--- config.mk ---
export PLATFORM = sky130hd
export DESIGN_NAME = if_id_stage_flat
export DESIGN_NICKNAME = d
export VERILOG_FILES = /design/src/rtl/if_id_stage_if.sv /design/src/rtl/if_id_stage.sv /design/src/flat_wrapper.sv
export SDC_FILE = /design/constraint.sdc
export NUM_CORES = 1
export LEC_CHECK = 0
export ABC_AREA = 0
export BUFFER_PORTS_ARGS = -buffer_cell sky130_fd_sc_hd__buf_2
export CAP_MARGIN = 15
export CORE_MARGIN = 2
export CORE_UTILIZATION = 54
export CTS_CLUSTER_DIAMETER = 40
export DETAILED_ROUTE_END_ITERATION = 12
export PLACE_DENSITY = 0.95
export SYNTH_ARGS = -nofsm -noshare
export SYNTH_HDL_FRONTEND = slang
export SYNTH_SLANG_ARGS = --single-unit
--- constraint.sdc ---
create_clock -name clk -period 3.9 [get_ports clk]
set_input_delay 0.39 -clock clk [delete_from_list [all_inputs] [get_ports clk]]
set_output_delay 0.39 -clock clk [all_outputs]
set_load 0.02 [all_outputs]
--- src/rtl/if_id_stage_if.sv ---
// Fetch/decode boundary bus: environment-side inputs and IF/ID register outputs.
// The stage itself connects through the slave modport.
interface if_id_stage_if #(
  parameter int STALL_CNT_W = 16
);
  logic                   hit;
  logic [31:0]            instruction;
  logic                   branch_taken;
  logic [31:0]            branch_target;
  logic                   ID_EX_MEM_Read;
  logic [4:0]             ID_EX_RT;
  logic [31:0]            pc;
  logic [31:0]            instruction_output;
  logic [31:0]            nextPC_output;
  logic                   hit_output;
  logic                   id_bubble;
  logic [STALL_CNT_W-1:0] stall_count;

  modport master (
    output hit, instruction, branch_taken, branch_target, ID_EX_MEM_Read, ID_EX_RT,
    input  pc, instruction_output, nextPC_output, hit_output, id_bubble, stall_count
  );

  modport slave (
    input  hit, instruction, branch_taken, branch_target, ID_EX_MEM_Read, ID_EX_RT,
    output pc, instruction_output, nextPC_output, hit_output, id_bubble, stall_count
  );
endinterface

--- src/rtl/if_id_stage.sv ---
// MIPS fetch front end: PC, IF/ID register, load-use hazard detection,
// branch flush, cache-miss bubbles and a saturating stall-cycle counter.
module if_id_stage #(
  parameter logic [31:0] RESET_PC    = 32'h0000_0000,
  parameter int          PC_STEP     = 4,
  parameter int          STALL_CNT_W = 16
) (
  input logic         clk,
  input logic         reset,
  if_id_stage_if.slave bus
);

  logic [31:0]            pc_q, pc_d;
  logic [31:0]            instr_q, instr_d;
  logic [31:0]            next_pc_q, next_pc_d;
  logic                   hit_q, hit_d;
  logic [STALL_CNT_W-1:0] stall_q, stall_d;

  logic        hazard;
  logic        stall_sat;
  logic [31:0] pc_plus;

  // Load-use: the load in ID_EX writes a register the held instruction reads.
  assign hazard = hit_q & bus.ID_EX_MEM_Read & (bus.ID_EX_RT != 5'd0) &
                  ((bus.ID_EX_RT == instr_q[25:21]) | (bus.ID_EX_RT == instr_q[20:16]));

  assign stall_sat = &stall_q;
  assign pc_plus   = pc_q + 32'(PC_STEP);

  always_comb begin
    pc_d      = pc_q;
    instr_d   = instr_q;
    next_pc_d = next_pc_q;
    hit_d     = hit_q;
    stall_d   = stall_q;
    if (bus.branch_taken) begin
      pc_d      = bus.branch_target;
      instr_d   = '0;
      next_pc_d = '0;
      hit_d     = 1'b0;
    end else if (hazard) begin
      if (!stall_sat) stall_d = stall_q + 1'b1;
    end else if (!bus.hit) begin
      instr_d   = '0;
      next_pc_d = '0;
      hit_d     = 1'b0;
      if (!stall_sat) stall_d = stall_q + 1'b1;
    end else begin
      instr_d   = bus.instruction;
      next_pc_d = pc_plus;
      hit_d     = 1'b1;
      pc_d      = pc_plus;
    end
  end

  always_ff @(posedge clk) begin
    if (reset) begin
      pc_q      <= RESET_PC;
      instr_q   <= '0;
      next_pc_q <= '0;
      hit_q     <= 1'b0;
      stall_q   <= '0;
    end else begin
      pc_q      <= pc_d;
      instr_q   <= instr_d;
      next_pc_q <= next_pc_d;
      hit_q     <= hit_d;
      stall_q   <= stall_d;
    end
  end

  // A flush outranks the hazard, so no bubble is requested on a taken branch.
  assign bus.id_bubble          = hazard & ~bus.branch_taken;
  assign bus.pc                 = pc_q;
  assign bus.instruction_output = instr_q;
  assign bus.nextPC_output      = next_pc_q;
  assign bus.hit_output         = hit_q;
  assign bus.stall_count        = stall_q;

endmodule
--- src/flat_wrapper.sv ---
// flat-port wrapper written by rule: the top's interface ports become plain ports
module if_id_stage_flat 
#(
  parameter logic [31:0] RESET_PC    = 32'h0000_0000,
  parameter int          PC_STEP     = 4,
  parameter int          STALL_CNT_W = 16
)
  (clk, reset, bus_hit, bus_instruction, bus_branch_taken, bus_branch_target, bus_ID_EX_MEM_Read, bus_ID_EX_RT, bus_pc, bus_instruction_output, bus_nextPC_output, bus_hit_output, bus_id_bubble, bus_stall_count);
  if_id_stage_if #(.STALL_CNT_W(STALL_CNT_W)) bus_i ();
  input logic clk;
  input logic reset;
  input wire logic [$bits(bus_i.hit)-1:0] bus_hit;
  input wire logic [$bits(bus_i.instruction)-1:0] bus_instruction;
  input wire logic [$bits(bus_i.branch_taken)-1:0] bus_branch_taken;
  input wire logic [$bits(bus_i.branch_target)-1:0] bus_branch_target;
  input wire logic [$bits(bus_i.ID_EX_MEM_Read)-1:0] bus_ID_EX_MEM_Read;
  input wire logic [$bits(bus_i.ID_EX_RT)-1:0] bus_ID_EX_RT;
  output wire logic [$bits(bus_i.pc)-1:0] bus_pc;
  output wire logic [$bits(bus_i.instruction_output)-1:0] bus_instruction_output;
  output wire logic [$bits(bus_i.nextPC_output)-1:0] bus_nextPC_output;
  output wire logic [$bits(bus_i.hit_output)-1:0] bus_hit_output;
  output wire logic [$bits(bus_i.id_bubble)-1:0] bus_id_bubble;
  output wire logic [$bits(bus_i.stall_count)-1:0] bus_stall_count;
  assign bus_i.hit = bus_hit;
  assign bus_i.instruction = bus_instruction;
  assign bus_i.branch_taken = bus_branch_taken;
  assign bus_i.branch_target = bus_branch_target;
  assign bus_i.ID_EX_MEM_Read = bus_ID_EX_MEM_Read;
  assign bus_i.ID_EX_RT = bus_ID_EX_RT;
  assign bus_pc = bus_i.pc;
  assign bus_instruction_output = bus_i.instruction_output;
  assign bus_nextPC_output = bus_i.nextPC_output;
  assign bus_hit_output = bus_i.hit_output;
  assign bus_id_bubble = bus_i.id_bubble;
  assign bus_stall_count = bus_i.stall_count;
  if_id_stage #(.RESET_PC(RESET_PC), .PC_STEP(PC_STEP), .STALL_CNT_W(STALL_CNT_W)) u_core (.clk(clk), .reset(reset), .bus(bus_i));
endmodule
# Word level (Yosys, flattened, before mapping)
# Index checks and enable logic that the tools add are counted.
# totals
ramBits	0
memories	0
latchBits	0
rom_bits	0
out_inout_bits	114
word_cells	32
register_bits	113
# op_classes
multipliers	0
n_div	0
n_lt_le_gt_ge	0
reduce_logical	6
eq_ne	4
n_addsub	2
n_bitwise	6
muxes	9
shifts	0
# op_table
cell	count
$mux 32	5
$mux 16	3
$add 32x3->32 const B	1
$add 16x1->16 const B	1
$reduce_and 16->1	1
$eq 5x5->1	2
$reduce_bool 5->1	1
$and 1x1->1	4
$reduce_and 2->1	2
$ne 2x1->1 const B	1
$ne 2x2->1 const B	1
$reduce_bool 2->1	1
$reduce_or 2->1	1
$mux 1	1
$not 1->1	1
$or 1x1->1	1

# Longest topological paths before layout
# depth
ltp_word	5
depth_mapped	9
ltp_nobuf	7

# Worst setup path before layout
# Ideal clock, no wire load.
# synth_path
path_kind	register to register
startpoint	reg u_core.pc_q[2], in the netlist u_core.bus.pc[2]
endpoint	reg u_core.pc_q[30], in the netlist u_core.bus.pc[30]
t_arrival_ns	2.109
required_ns	3.814
setup_ns	0.086
path_stages_with_launch	8
setup_slack_ns	1.705
path_cell_list	dfxtp_1 ha_1 nand3_1 nor4_4 nand3_4 a2111oi_4 xnor2_1 a211oi_1
# synth_between
elab_chain_cells	4
# synth_lines
element	line	text
from (decl)	if_id_stage.sv:13	logic [31:0] pc_q, pc_d;
from (signal assigned)	if_id_stage.sv:64	pc_q <= pc_d;
$add 32x3->32	if_id_stage.sv:28	assign pc_plus = pc_q + 32'(PC_STEP);
$mux 32	if_id_stage.sv:43	end else if (!bus.hit) begin
$mux 32	if_id_stage.sv:41	end else if (hazard) begin
$mux 32	if_id_stage.sv:36	if (bus.branch_taken) begin
# No other way between the ends. The select of a mux whose other input is x is not followed.
# A chain may end at the register's enable or synchronous reset.

# Final worst setup path
# layout_path
startpoint	reg u_core.instr_q[25], in the netlist u_core.bus.instruction_output[25]
endpoint	out bus_id_bubble
# layout_between
elab_chain_cells	4
# layout_lines
element	line	text
from (decl)	if_id_stage.sv:14	logic [31:0] instr_q, instr_d;
from (signal assigned)	if_id_stage.sv:65	instr_q <= instr_d;
$eq 5x5->1	if_id_stage.sv:25	((bus.ID_EX_RT == instr_q[25:21]) | (bus.ID_EX_RT == instr_q[20:16]));
$or 1x1->1	if_id_stage.sv:25	
$and 1x1->1	if_id_stage.sv:24	assign hazard = hit_q & bus.ID_EX_MEM_Read & (bus.ID_EX_RT != 5'd0) &
$and 1x1->1	if_id_stage.sv:73	assign bus.id_bubble = hazard & ~bus.branch_taken;
to (decl)	flat_wrapper.sv:22	output wire logic [$bits(bus_i.id_bubble)-1:0] bus_id_bubble;
# No other way between the ends.

==> impl_metrics.env <==
export IMPL_outcome="complete, no violations"
export IMPL_finalSetupTns_ps=0
export IMPL_cp_buffers_inverters=1
export IMPL_wl_per_cell_um=17.2
export IMPL_rsz0062_at_grt="false"
export IMPL_nNetsFinal=779
export IMPL_p_per_area_nw_per_um2=458
export IMPL_dieArea_um2=10500
export IMPL_worst_setup_path_type="flip-flop to output pin"
export IMPL_ctsHtreeMaxLevel=4
export IMPL_ir_worst_vdd_mv=0.287
export IMPL_post_cts_resized=0
export IMPL_die_w_um=102
export IMPL_worstPathMaxFanout=28
export IMPL_place_congestion=0.862
export IMPL_hold_viol=0
export IMPL_hold_start="bus_instruction[25]"
export IMPL_drc_errors=0
export IMPL_r2r_setup_slack_ps=950
export IMPL_rr_endpoint="u_core.bus.nextPC_output[18]$_SDFFE_PP0N_"
export IMPL_cts_tree="done"
export IMPL_report_final_slew_viol_count=0
export IMPL_cp_top_family="compound AO/OA/AOI/OAI gates"
export IMPL_synth_warnings=0
export IMPL_cts_root_buf="clkbuf_8"
export IMPL_fin_skew_ps=9.93
export IMPL_syn_to_final_growth_pct=29.4
export IMPL_fp_row_count=35
export IMPL_synth_area_per_cell_um2=9.75
export IMPL_synth_cells=537
export IMPL_relSlewSlack=0.341
export IMPL_drt_iter0_drc=258
export IMPL_instances_no_fill=845
export IMPL_cts_sink_count=113
export IMPL_grt_pass1_vias=4602
export IMPL_routed_wirelength_um=14500
export IMPL_crit_path_end_kind="output pin"
export IMPL_place_hpwl_um=10100
export IMPL_crit_chain="xnor2_1, nand3_1, o22ai_4, nand2_1, nor2_1, buf_2"
export IMPL_r2r_worst_path_cells=7
export IMPL_total_leakage_power_nw=2.87
export IMPL_grt_pass1_wl_um=22200
export IMPL_grt_antenna_before_repair=1
export IMPL_reg2reg_from="u_core.bus.instruction_output[25]$_SDFFE_PP0N_"
export IMPL_grt_use_total=0.269
export IMPL_slowest_stage="o22ai_4"
export IMPL_num_vias=4914
export IMPL_synth_fp_nets=613
export IMPL_dieHeight_um=102
export IMPL_vias_per_cell=5.82
export IMPL_drt_pass1_iter_count=5
export IMPL_cts_setup_buffers=0
export IMPL_antenna_cells=0
export IMPL_ys_seq_area_frac=0.432
export IMPL_critPathRequiredTime_ps=3510
export IMPL_finalSetupViolCount=0
export IMPL_port_buffers=187
export IMPL_ys_seq_elements=113
export IMPL_postCtsHoldBufs=0
export IMPL_grt_max_degree=59
export IMPL_synth_cell_area_um2=5240
export IMPL_min_to="u_core.bus.instruction_output[25]$_SDFFE_PP0N_"
export IMPL_start_kind="flip-flop"
export IMPL_synth_cell_types=56
export IMPL_core_area_um2=9330
export IMPL_fmax_mhz=323
export IMPL_hold_depth=2
export IMPL_drv_cap=0
export IMPL_path_clk_slew_ps=60
export IMPL_placed_cells=812
export IMPL_hp_class="primary input to flip-flop"
export IMPL_critPathMaxStageDelay_ps=770
export IMPL_grt_overflow_total=0
export IMPL_cts_buffers=17
export IMPL_fin_crit_sh=0.794
export IMPL_n_fill_cell=684
export IMPL_clkLatencyLatePin_ps=510
export IMPL_crit_arrival_ps=2710
export IMPL_ant_nets=0
export IMPL_ios=188
export IMPL_initial_core_util=0.561
export IMPL_p_total_mw=3.10
export IMPL_finalCriticalPeriod_ps=3100
export IMPL_worstMarginPinSlew_ps=989
export IMPL_layout_drive_gt1_share=0.346
export IMPL_cts_buffer_depth=2
-- synthesized netlist by cell type (all sizes together) --
cell,n,share of area
a2111oi,6,0.020
a211oi,42,0.063
a21boi,1,0.0014
a21oi,22,0.022
a221oi,1,0.0017
a22o,58,0.097
a22oi,1,0.0014
a311oi,1,0.0017
and2,2,0.0024
and3,4,0.0050
and4,5,0.0084
buf,22,0.027
clkbuf,22,0.016
dfxtp,113,0.43
ha,2,0.0048
inv,13,0.0093
mux2,1,0.0022
mux2i,3,0.0057
nand2,25,0.018
nand2b,1,0.0012
nand3,25,0.033
nand4,11,0.013
nor2,39,0.028
nor2b,1,0.0012
nor3,7,0.0086
nor4,3,0.011
nor4b,1,0.0017
nor4bb,1,0.0019
o211ai,1,0.0024
o21ai,11,0.011
o21ba,1,0.0019
o22ai,1,0.0038
o2bb2ai,5,0.0084
o311a,1,0.0019
o31ai,3,0.0043
o32a,1,0.0019
or3,13,0.016
or4,3,0.0043
xnor2,50,0.084
xor2,14,0.023
-- where the power goes --
group	total [mW]	internal, mW	switching (mW)
clock	1.57	0.999	0.568
combinational	0.284	0.115	0.169
sequential	1.25	1.20	0.0530
total	3.10	2.31	0.790
-- area by class of cell --
type	instances	area, µm²	share of cell area
Inverter	13	48.8	0.00720
Multi-Input combinational cell	367	2710	0.399
Clock buffer	18	428	0.0632
Sequential cell	113	2260	0.334
Clock inverter	14	178	0.0262
Timing Repair Buffer	191	991	0.146
Tap cell	129	161	0.0238
-- layer usage --
layer | GRT usage | share of wire | routed length (µm)
met1 | 0.317 | 0.40 | 5770
met2 | 0.462 | 0.50 | 7240
met3 | 0.0787 | 0.087 | 1260
met4 | 0.103 | 0.017 | 252
met5 | 0 | 0.00089 | 13
-- logic make-up after synthesis --
| group | after synthesis | share of synthesized area |
|---|---|---|
| muxes | 4 | 0.00789 |
| adders and majority gates | 2 | 0.00478 |
| and+or+nand+nor | 141 | 0.153 |
| buffers and inverters | 57 | 0.0526 |
| DFF | 113 | 0.432 |
| xor gates and xnor gates | 64 | 0.107 |
| AOI/OAI and AO/OA | 156 | 0.243 |
-- flip-flops by register name, indices dropped and copies added (netlist names) --
register                       cells
u_core.bus.instruction_output     32
u_core.bus.nextPC_output          32
u_core.bus.pc                     32
u_core.bus.stall_count            16
u_core.bus.hit_output              1
-- how the worst max path moves through the flow --
stage / to / cells after the start / slack [ps] / start
after global placement: u_core.bus.nextPC_output[19]$_SDFFE_PP0N_ / 8 / 860 / bus_ID_EX_RT[1]
after global routing: bus_id_bubble / 6 / 610 / u_core.bus.instruction_output[24]$_SDFFE_PP0N_
after floorplan: u_core.bus.pc[30]$_SDFFE_PP0P_ / 7 / 1710 / u_core.bus.pc[2]$_SDFFE_PP0P_
final: bus_id_bubble / 6 / 800 / u_core.bus.instruction_output[25]$_SDFFE_PP0N_
after CTS: bus_id_bubble / 6 / 790 / u_core.bus.instruction_output[25]$_SDFFE_PP0N_
after detailed placement: u_core.bus.instruction_output[8]$_SDFFE_PP0N_ / 8 / 790 / bus_ID_EX_RT[4]
-- worst reg2reg max path, stage by stage, from the launching register on --
cell,delay (ps)
dfxtp_1,370
xnor2_1,130
nand3_1,140
o22ai_4,770
nand2_1,390
nor3_4,560
buf_12,330
a22o_1,210
-- layout by cell type, fill, tap and decap left out, drive strengths merged, types with 3 or more instances in the layout --
cell,instances
nand2,25
or3,13
clkbuf,18
a22o,58
and3,4
a21oi,22
bufinv,3
o31ai,3
a211oi,42
clkinvlp,4
inv,18
nor4,3
o2bb2ai,5
dfxtp,113
mux2i,3
buf,191
xor2,14
nand4,11
nand3,25
nor3,7
xnor2,50
and4,5
nor2,39
a2111oi,6
o21ai,11
or4,3
-- stage by stage --
stage | worst slack (ps) | hold slack (ps) | utilization | instance area [µm²]
2_1_floorplan | 1710 | 516 | - | 5240
3_3_place_gp | 856 | 442 | 0.659 | 6150
4_1_cts | 788 | 71.0 | 0.724 | 6750
6_report | 802 | 91.1 | 0.726 | 6770
3_5_place_dp | 795 | 444 | 0.659 | 6150
5_1_grt | 607 | 68.0 | 0.726 | 6770
(Power assumes the default switching activity.)
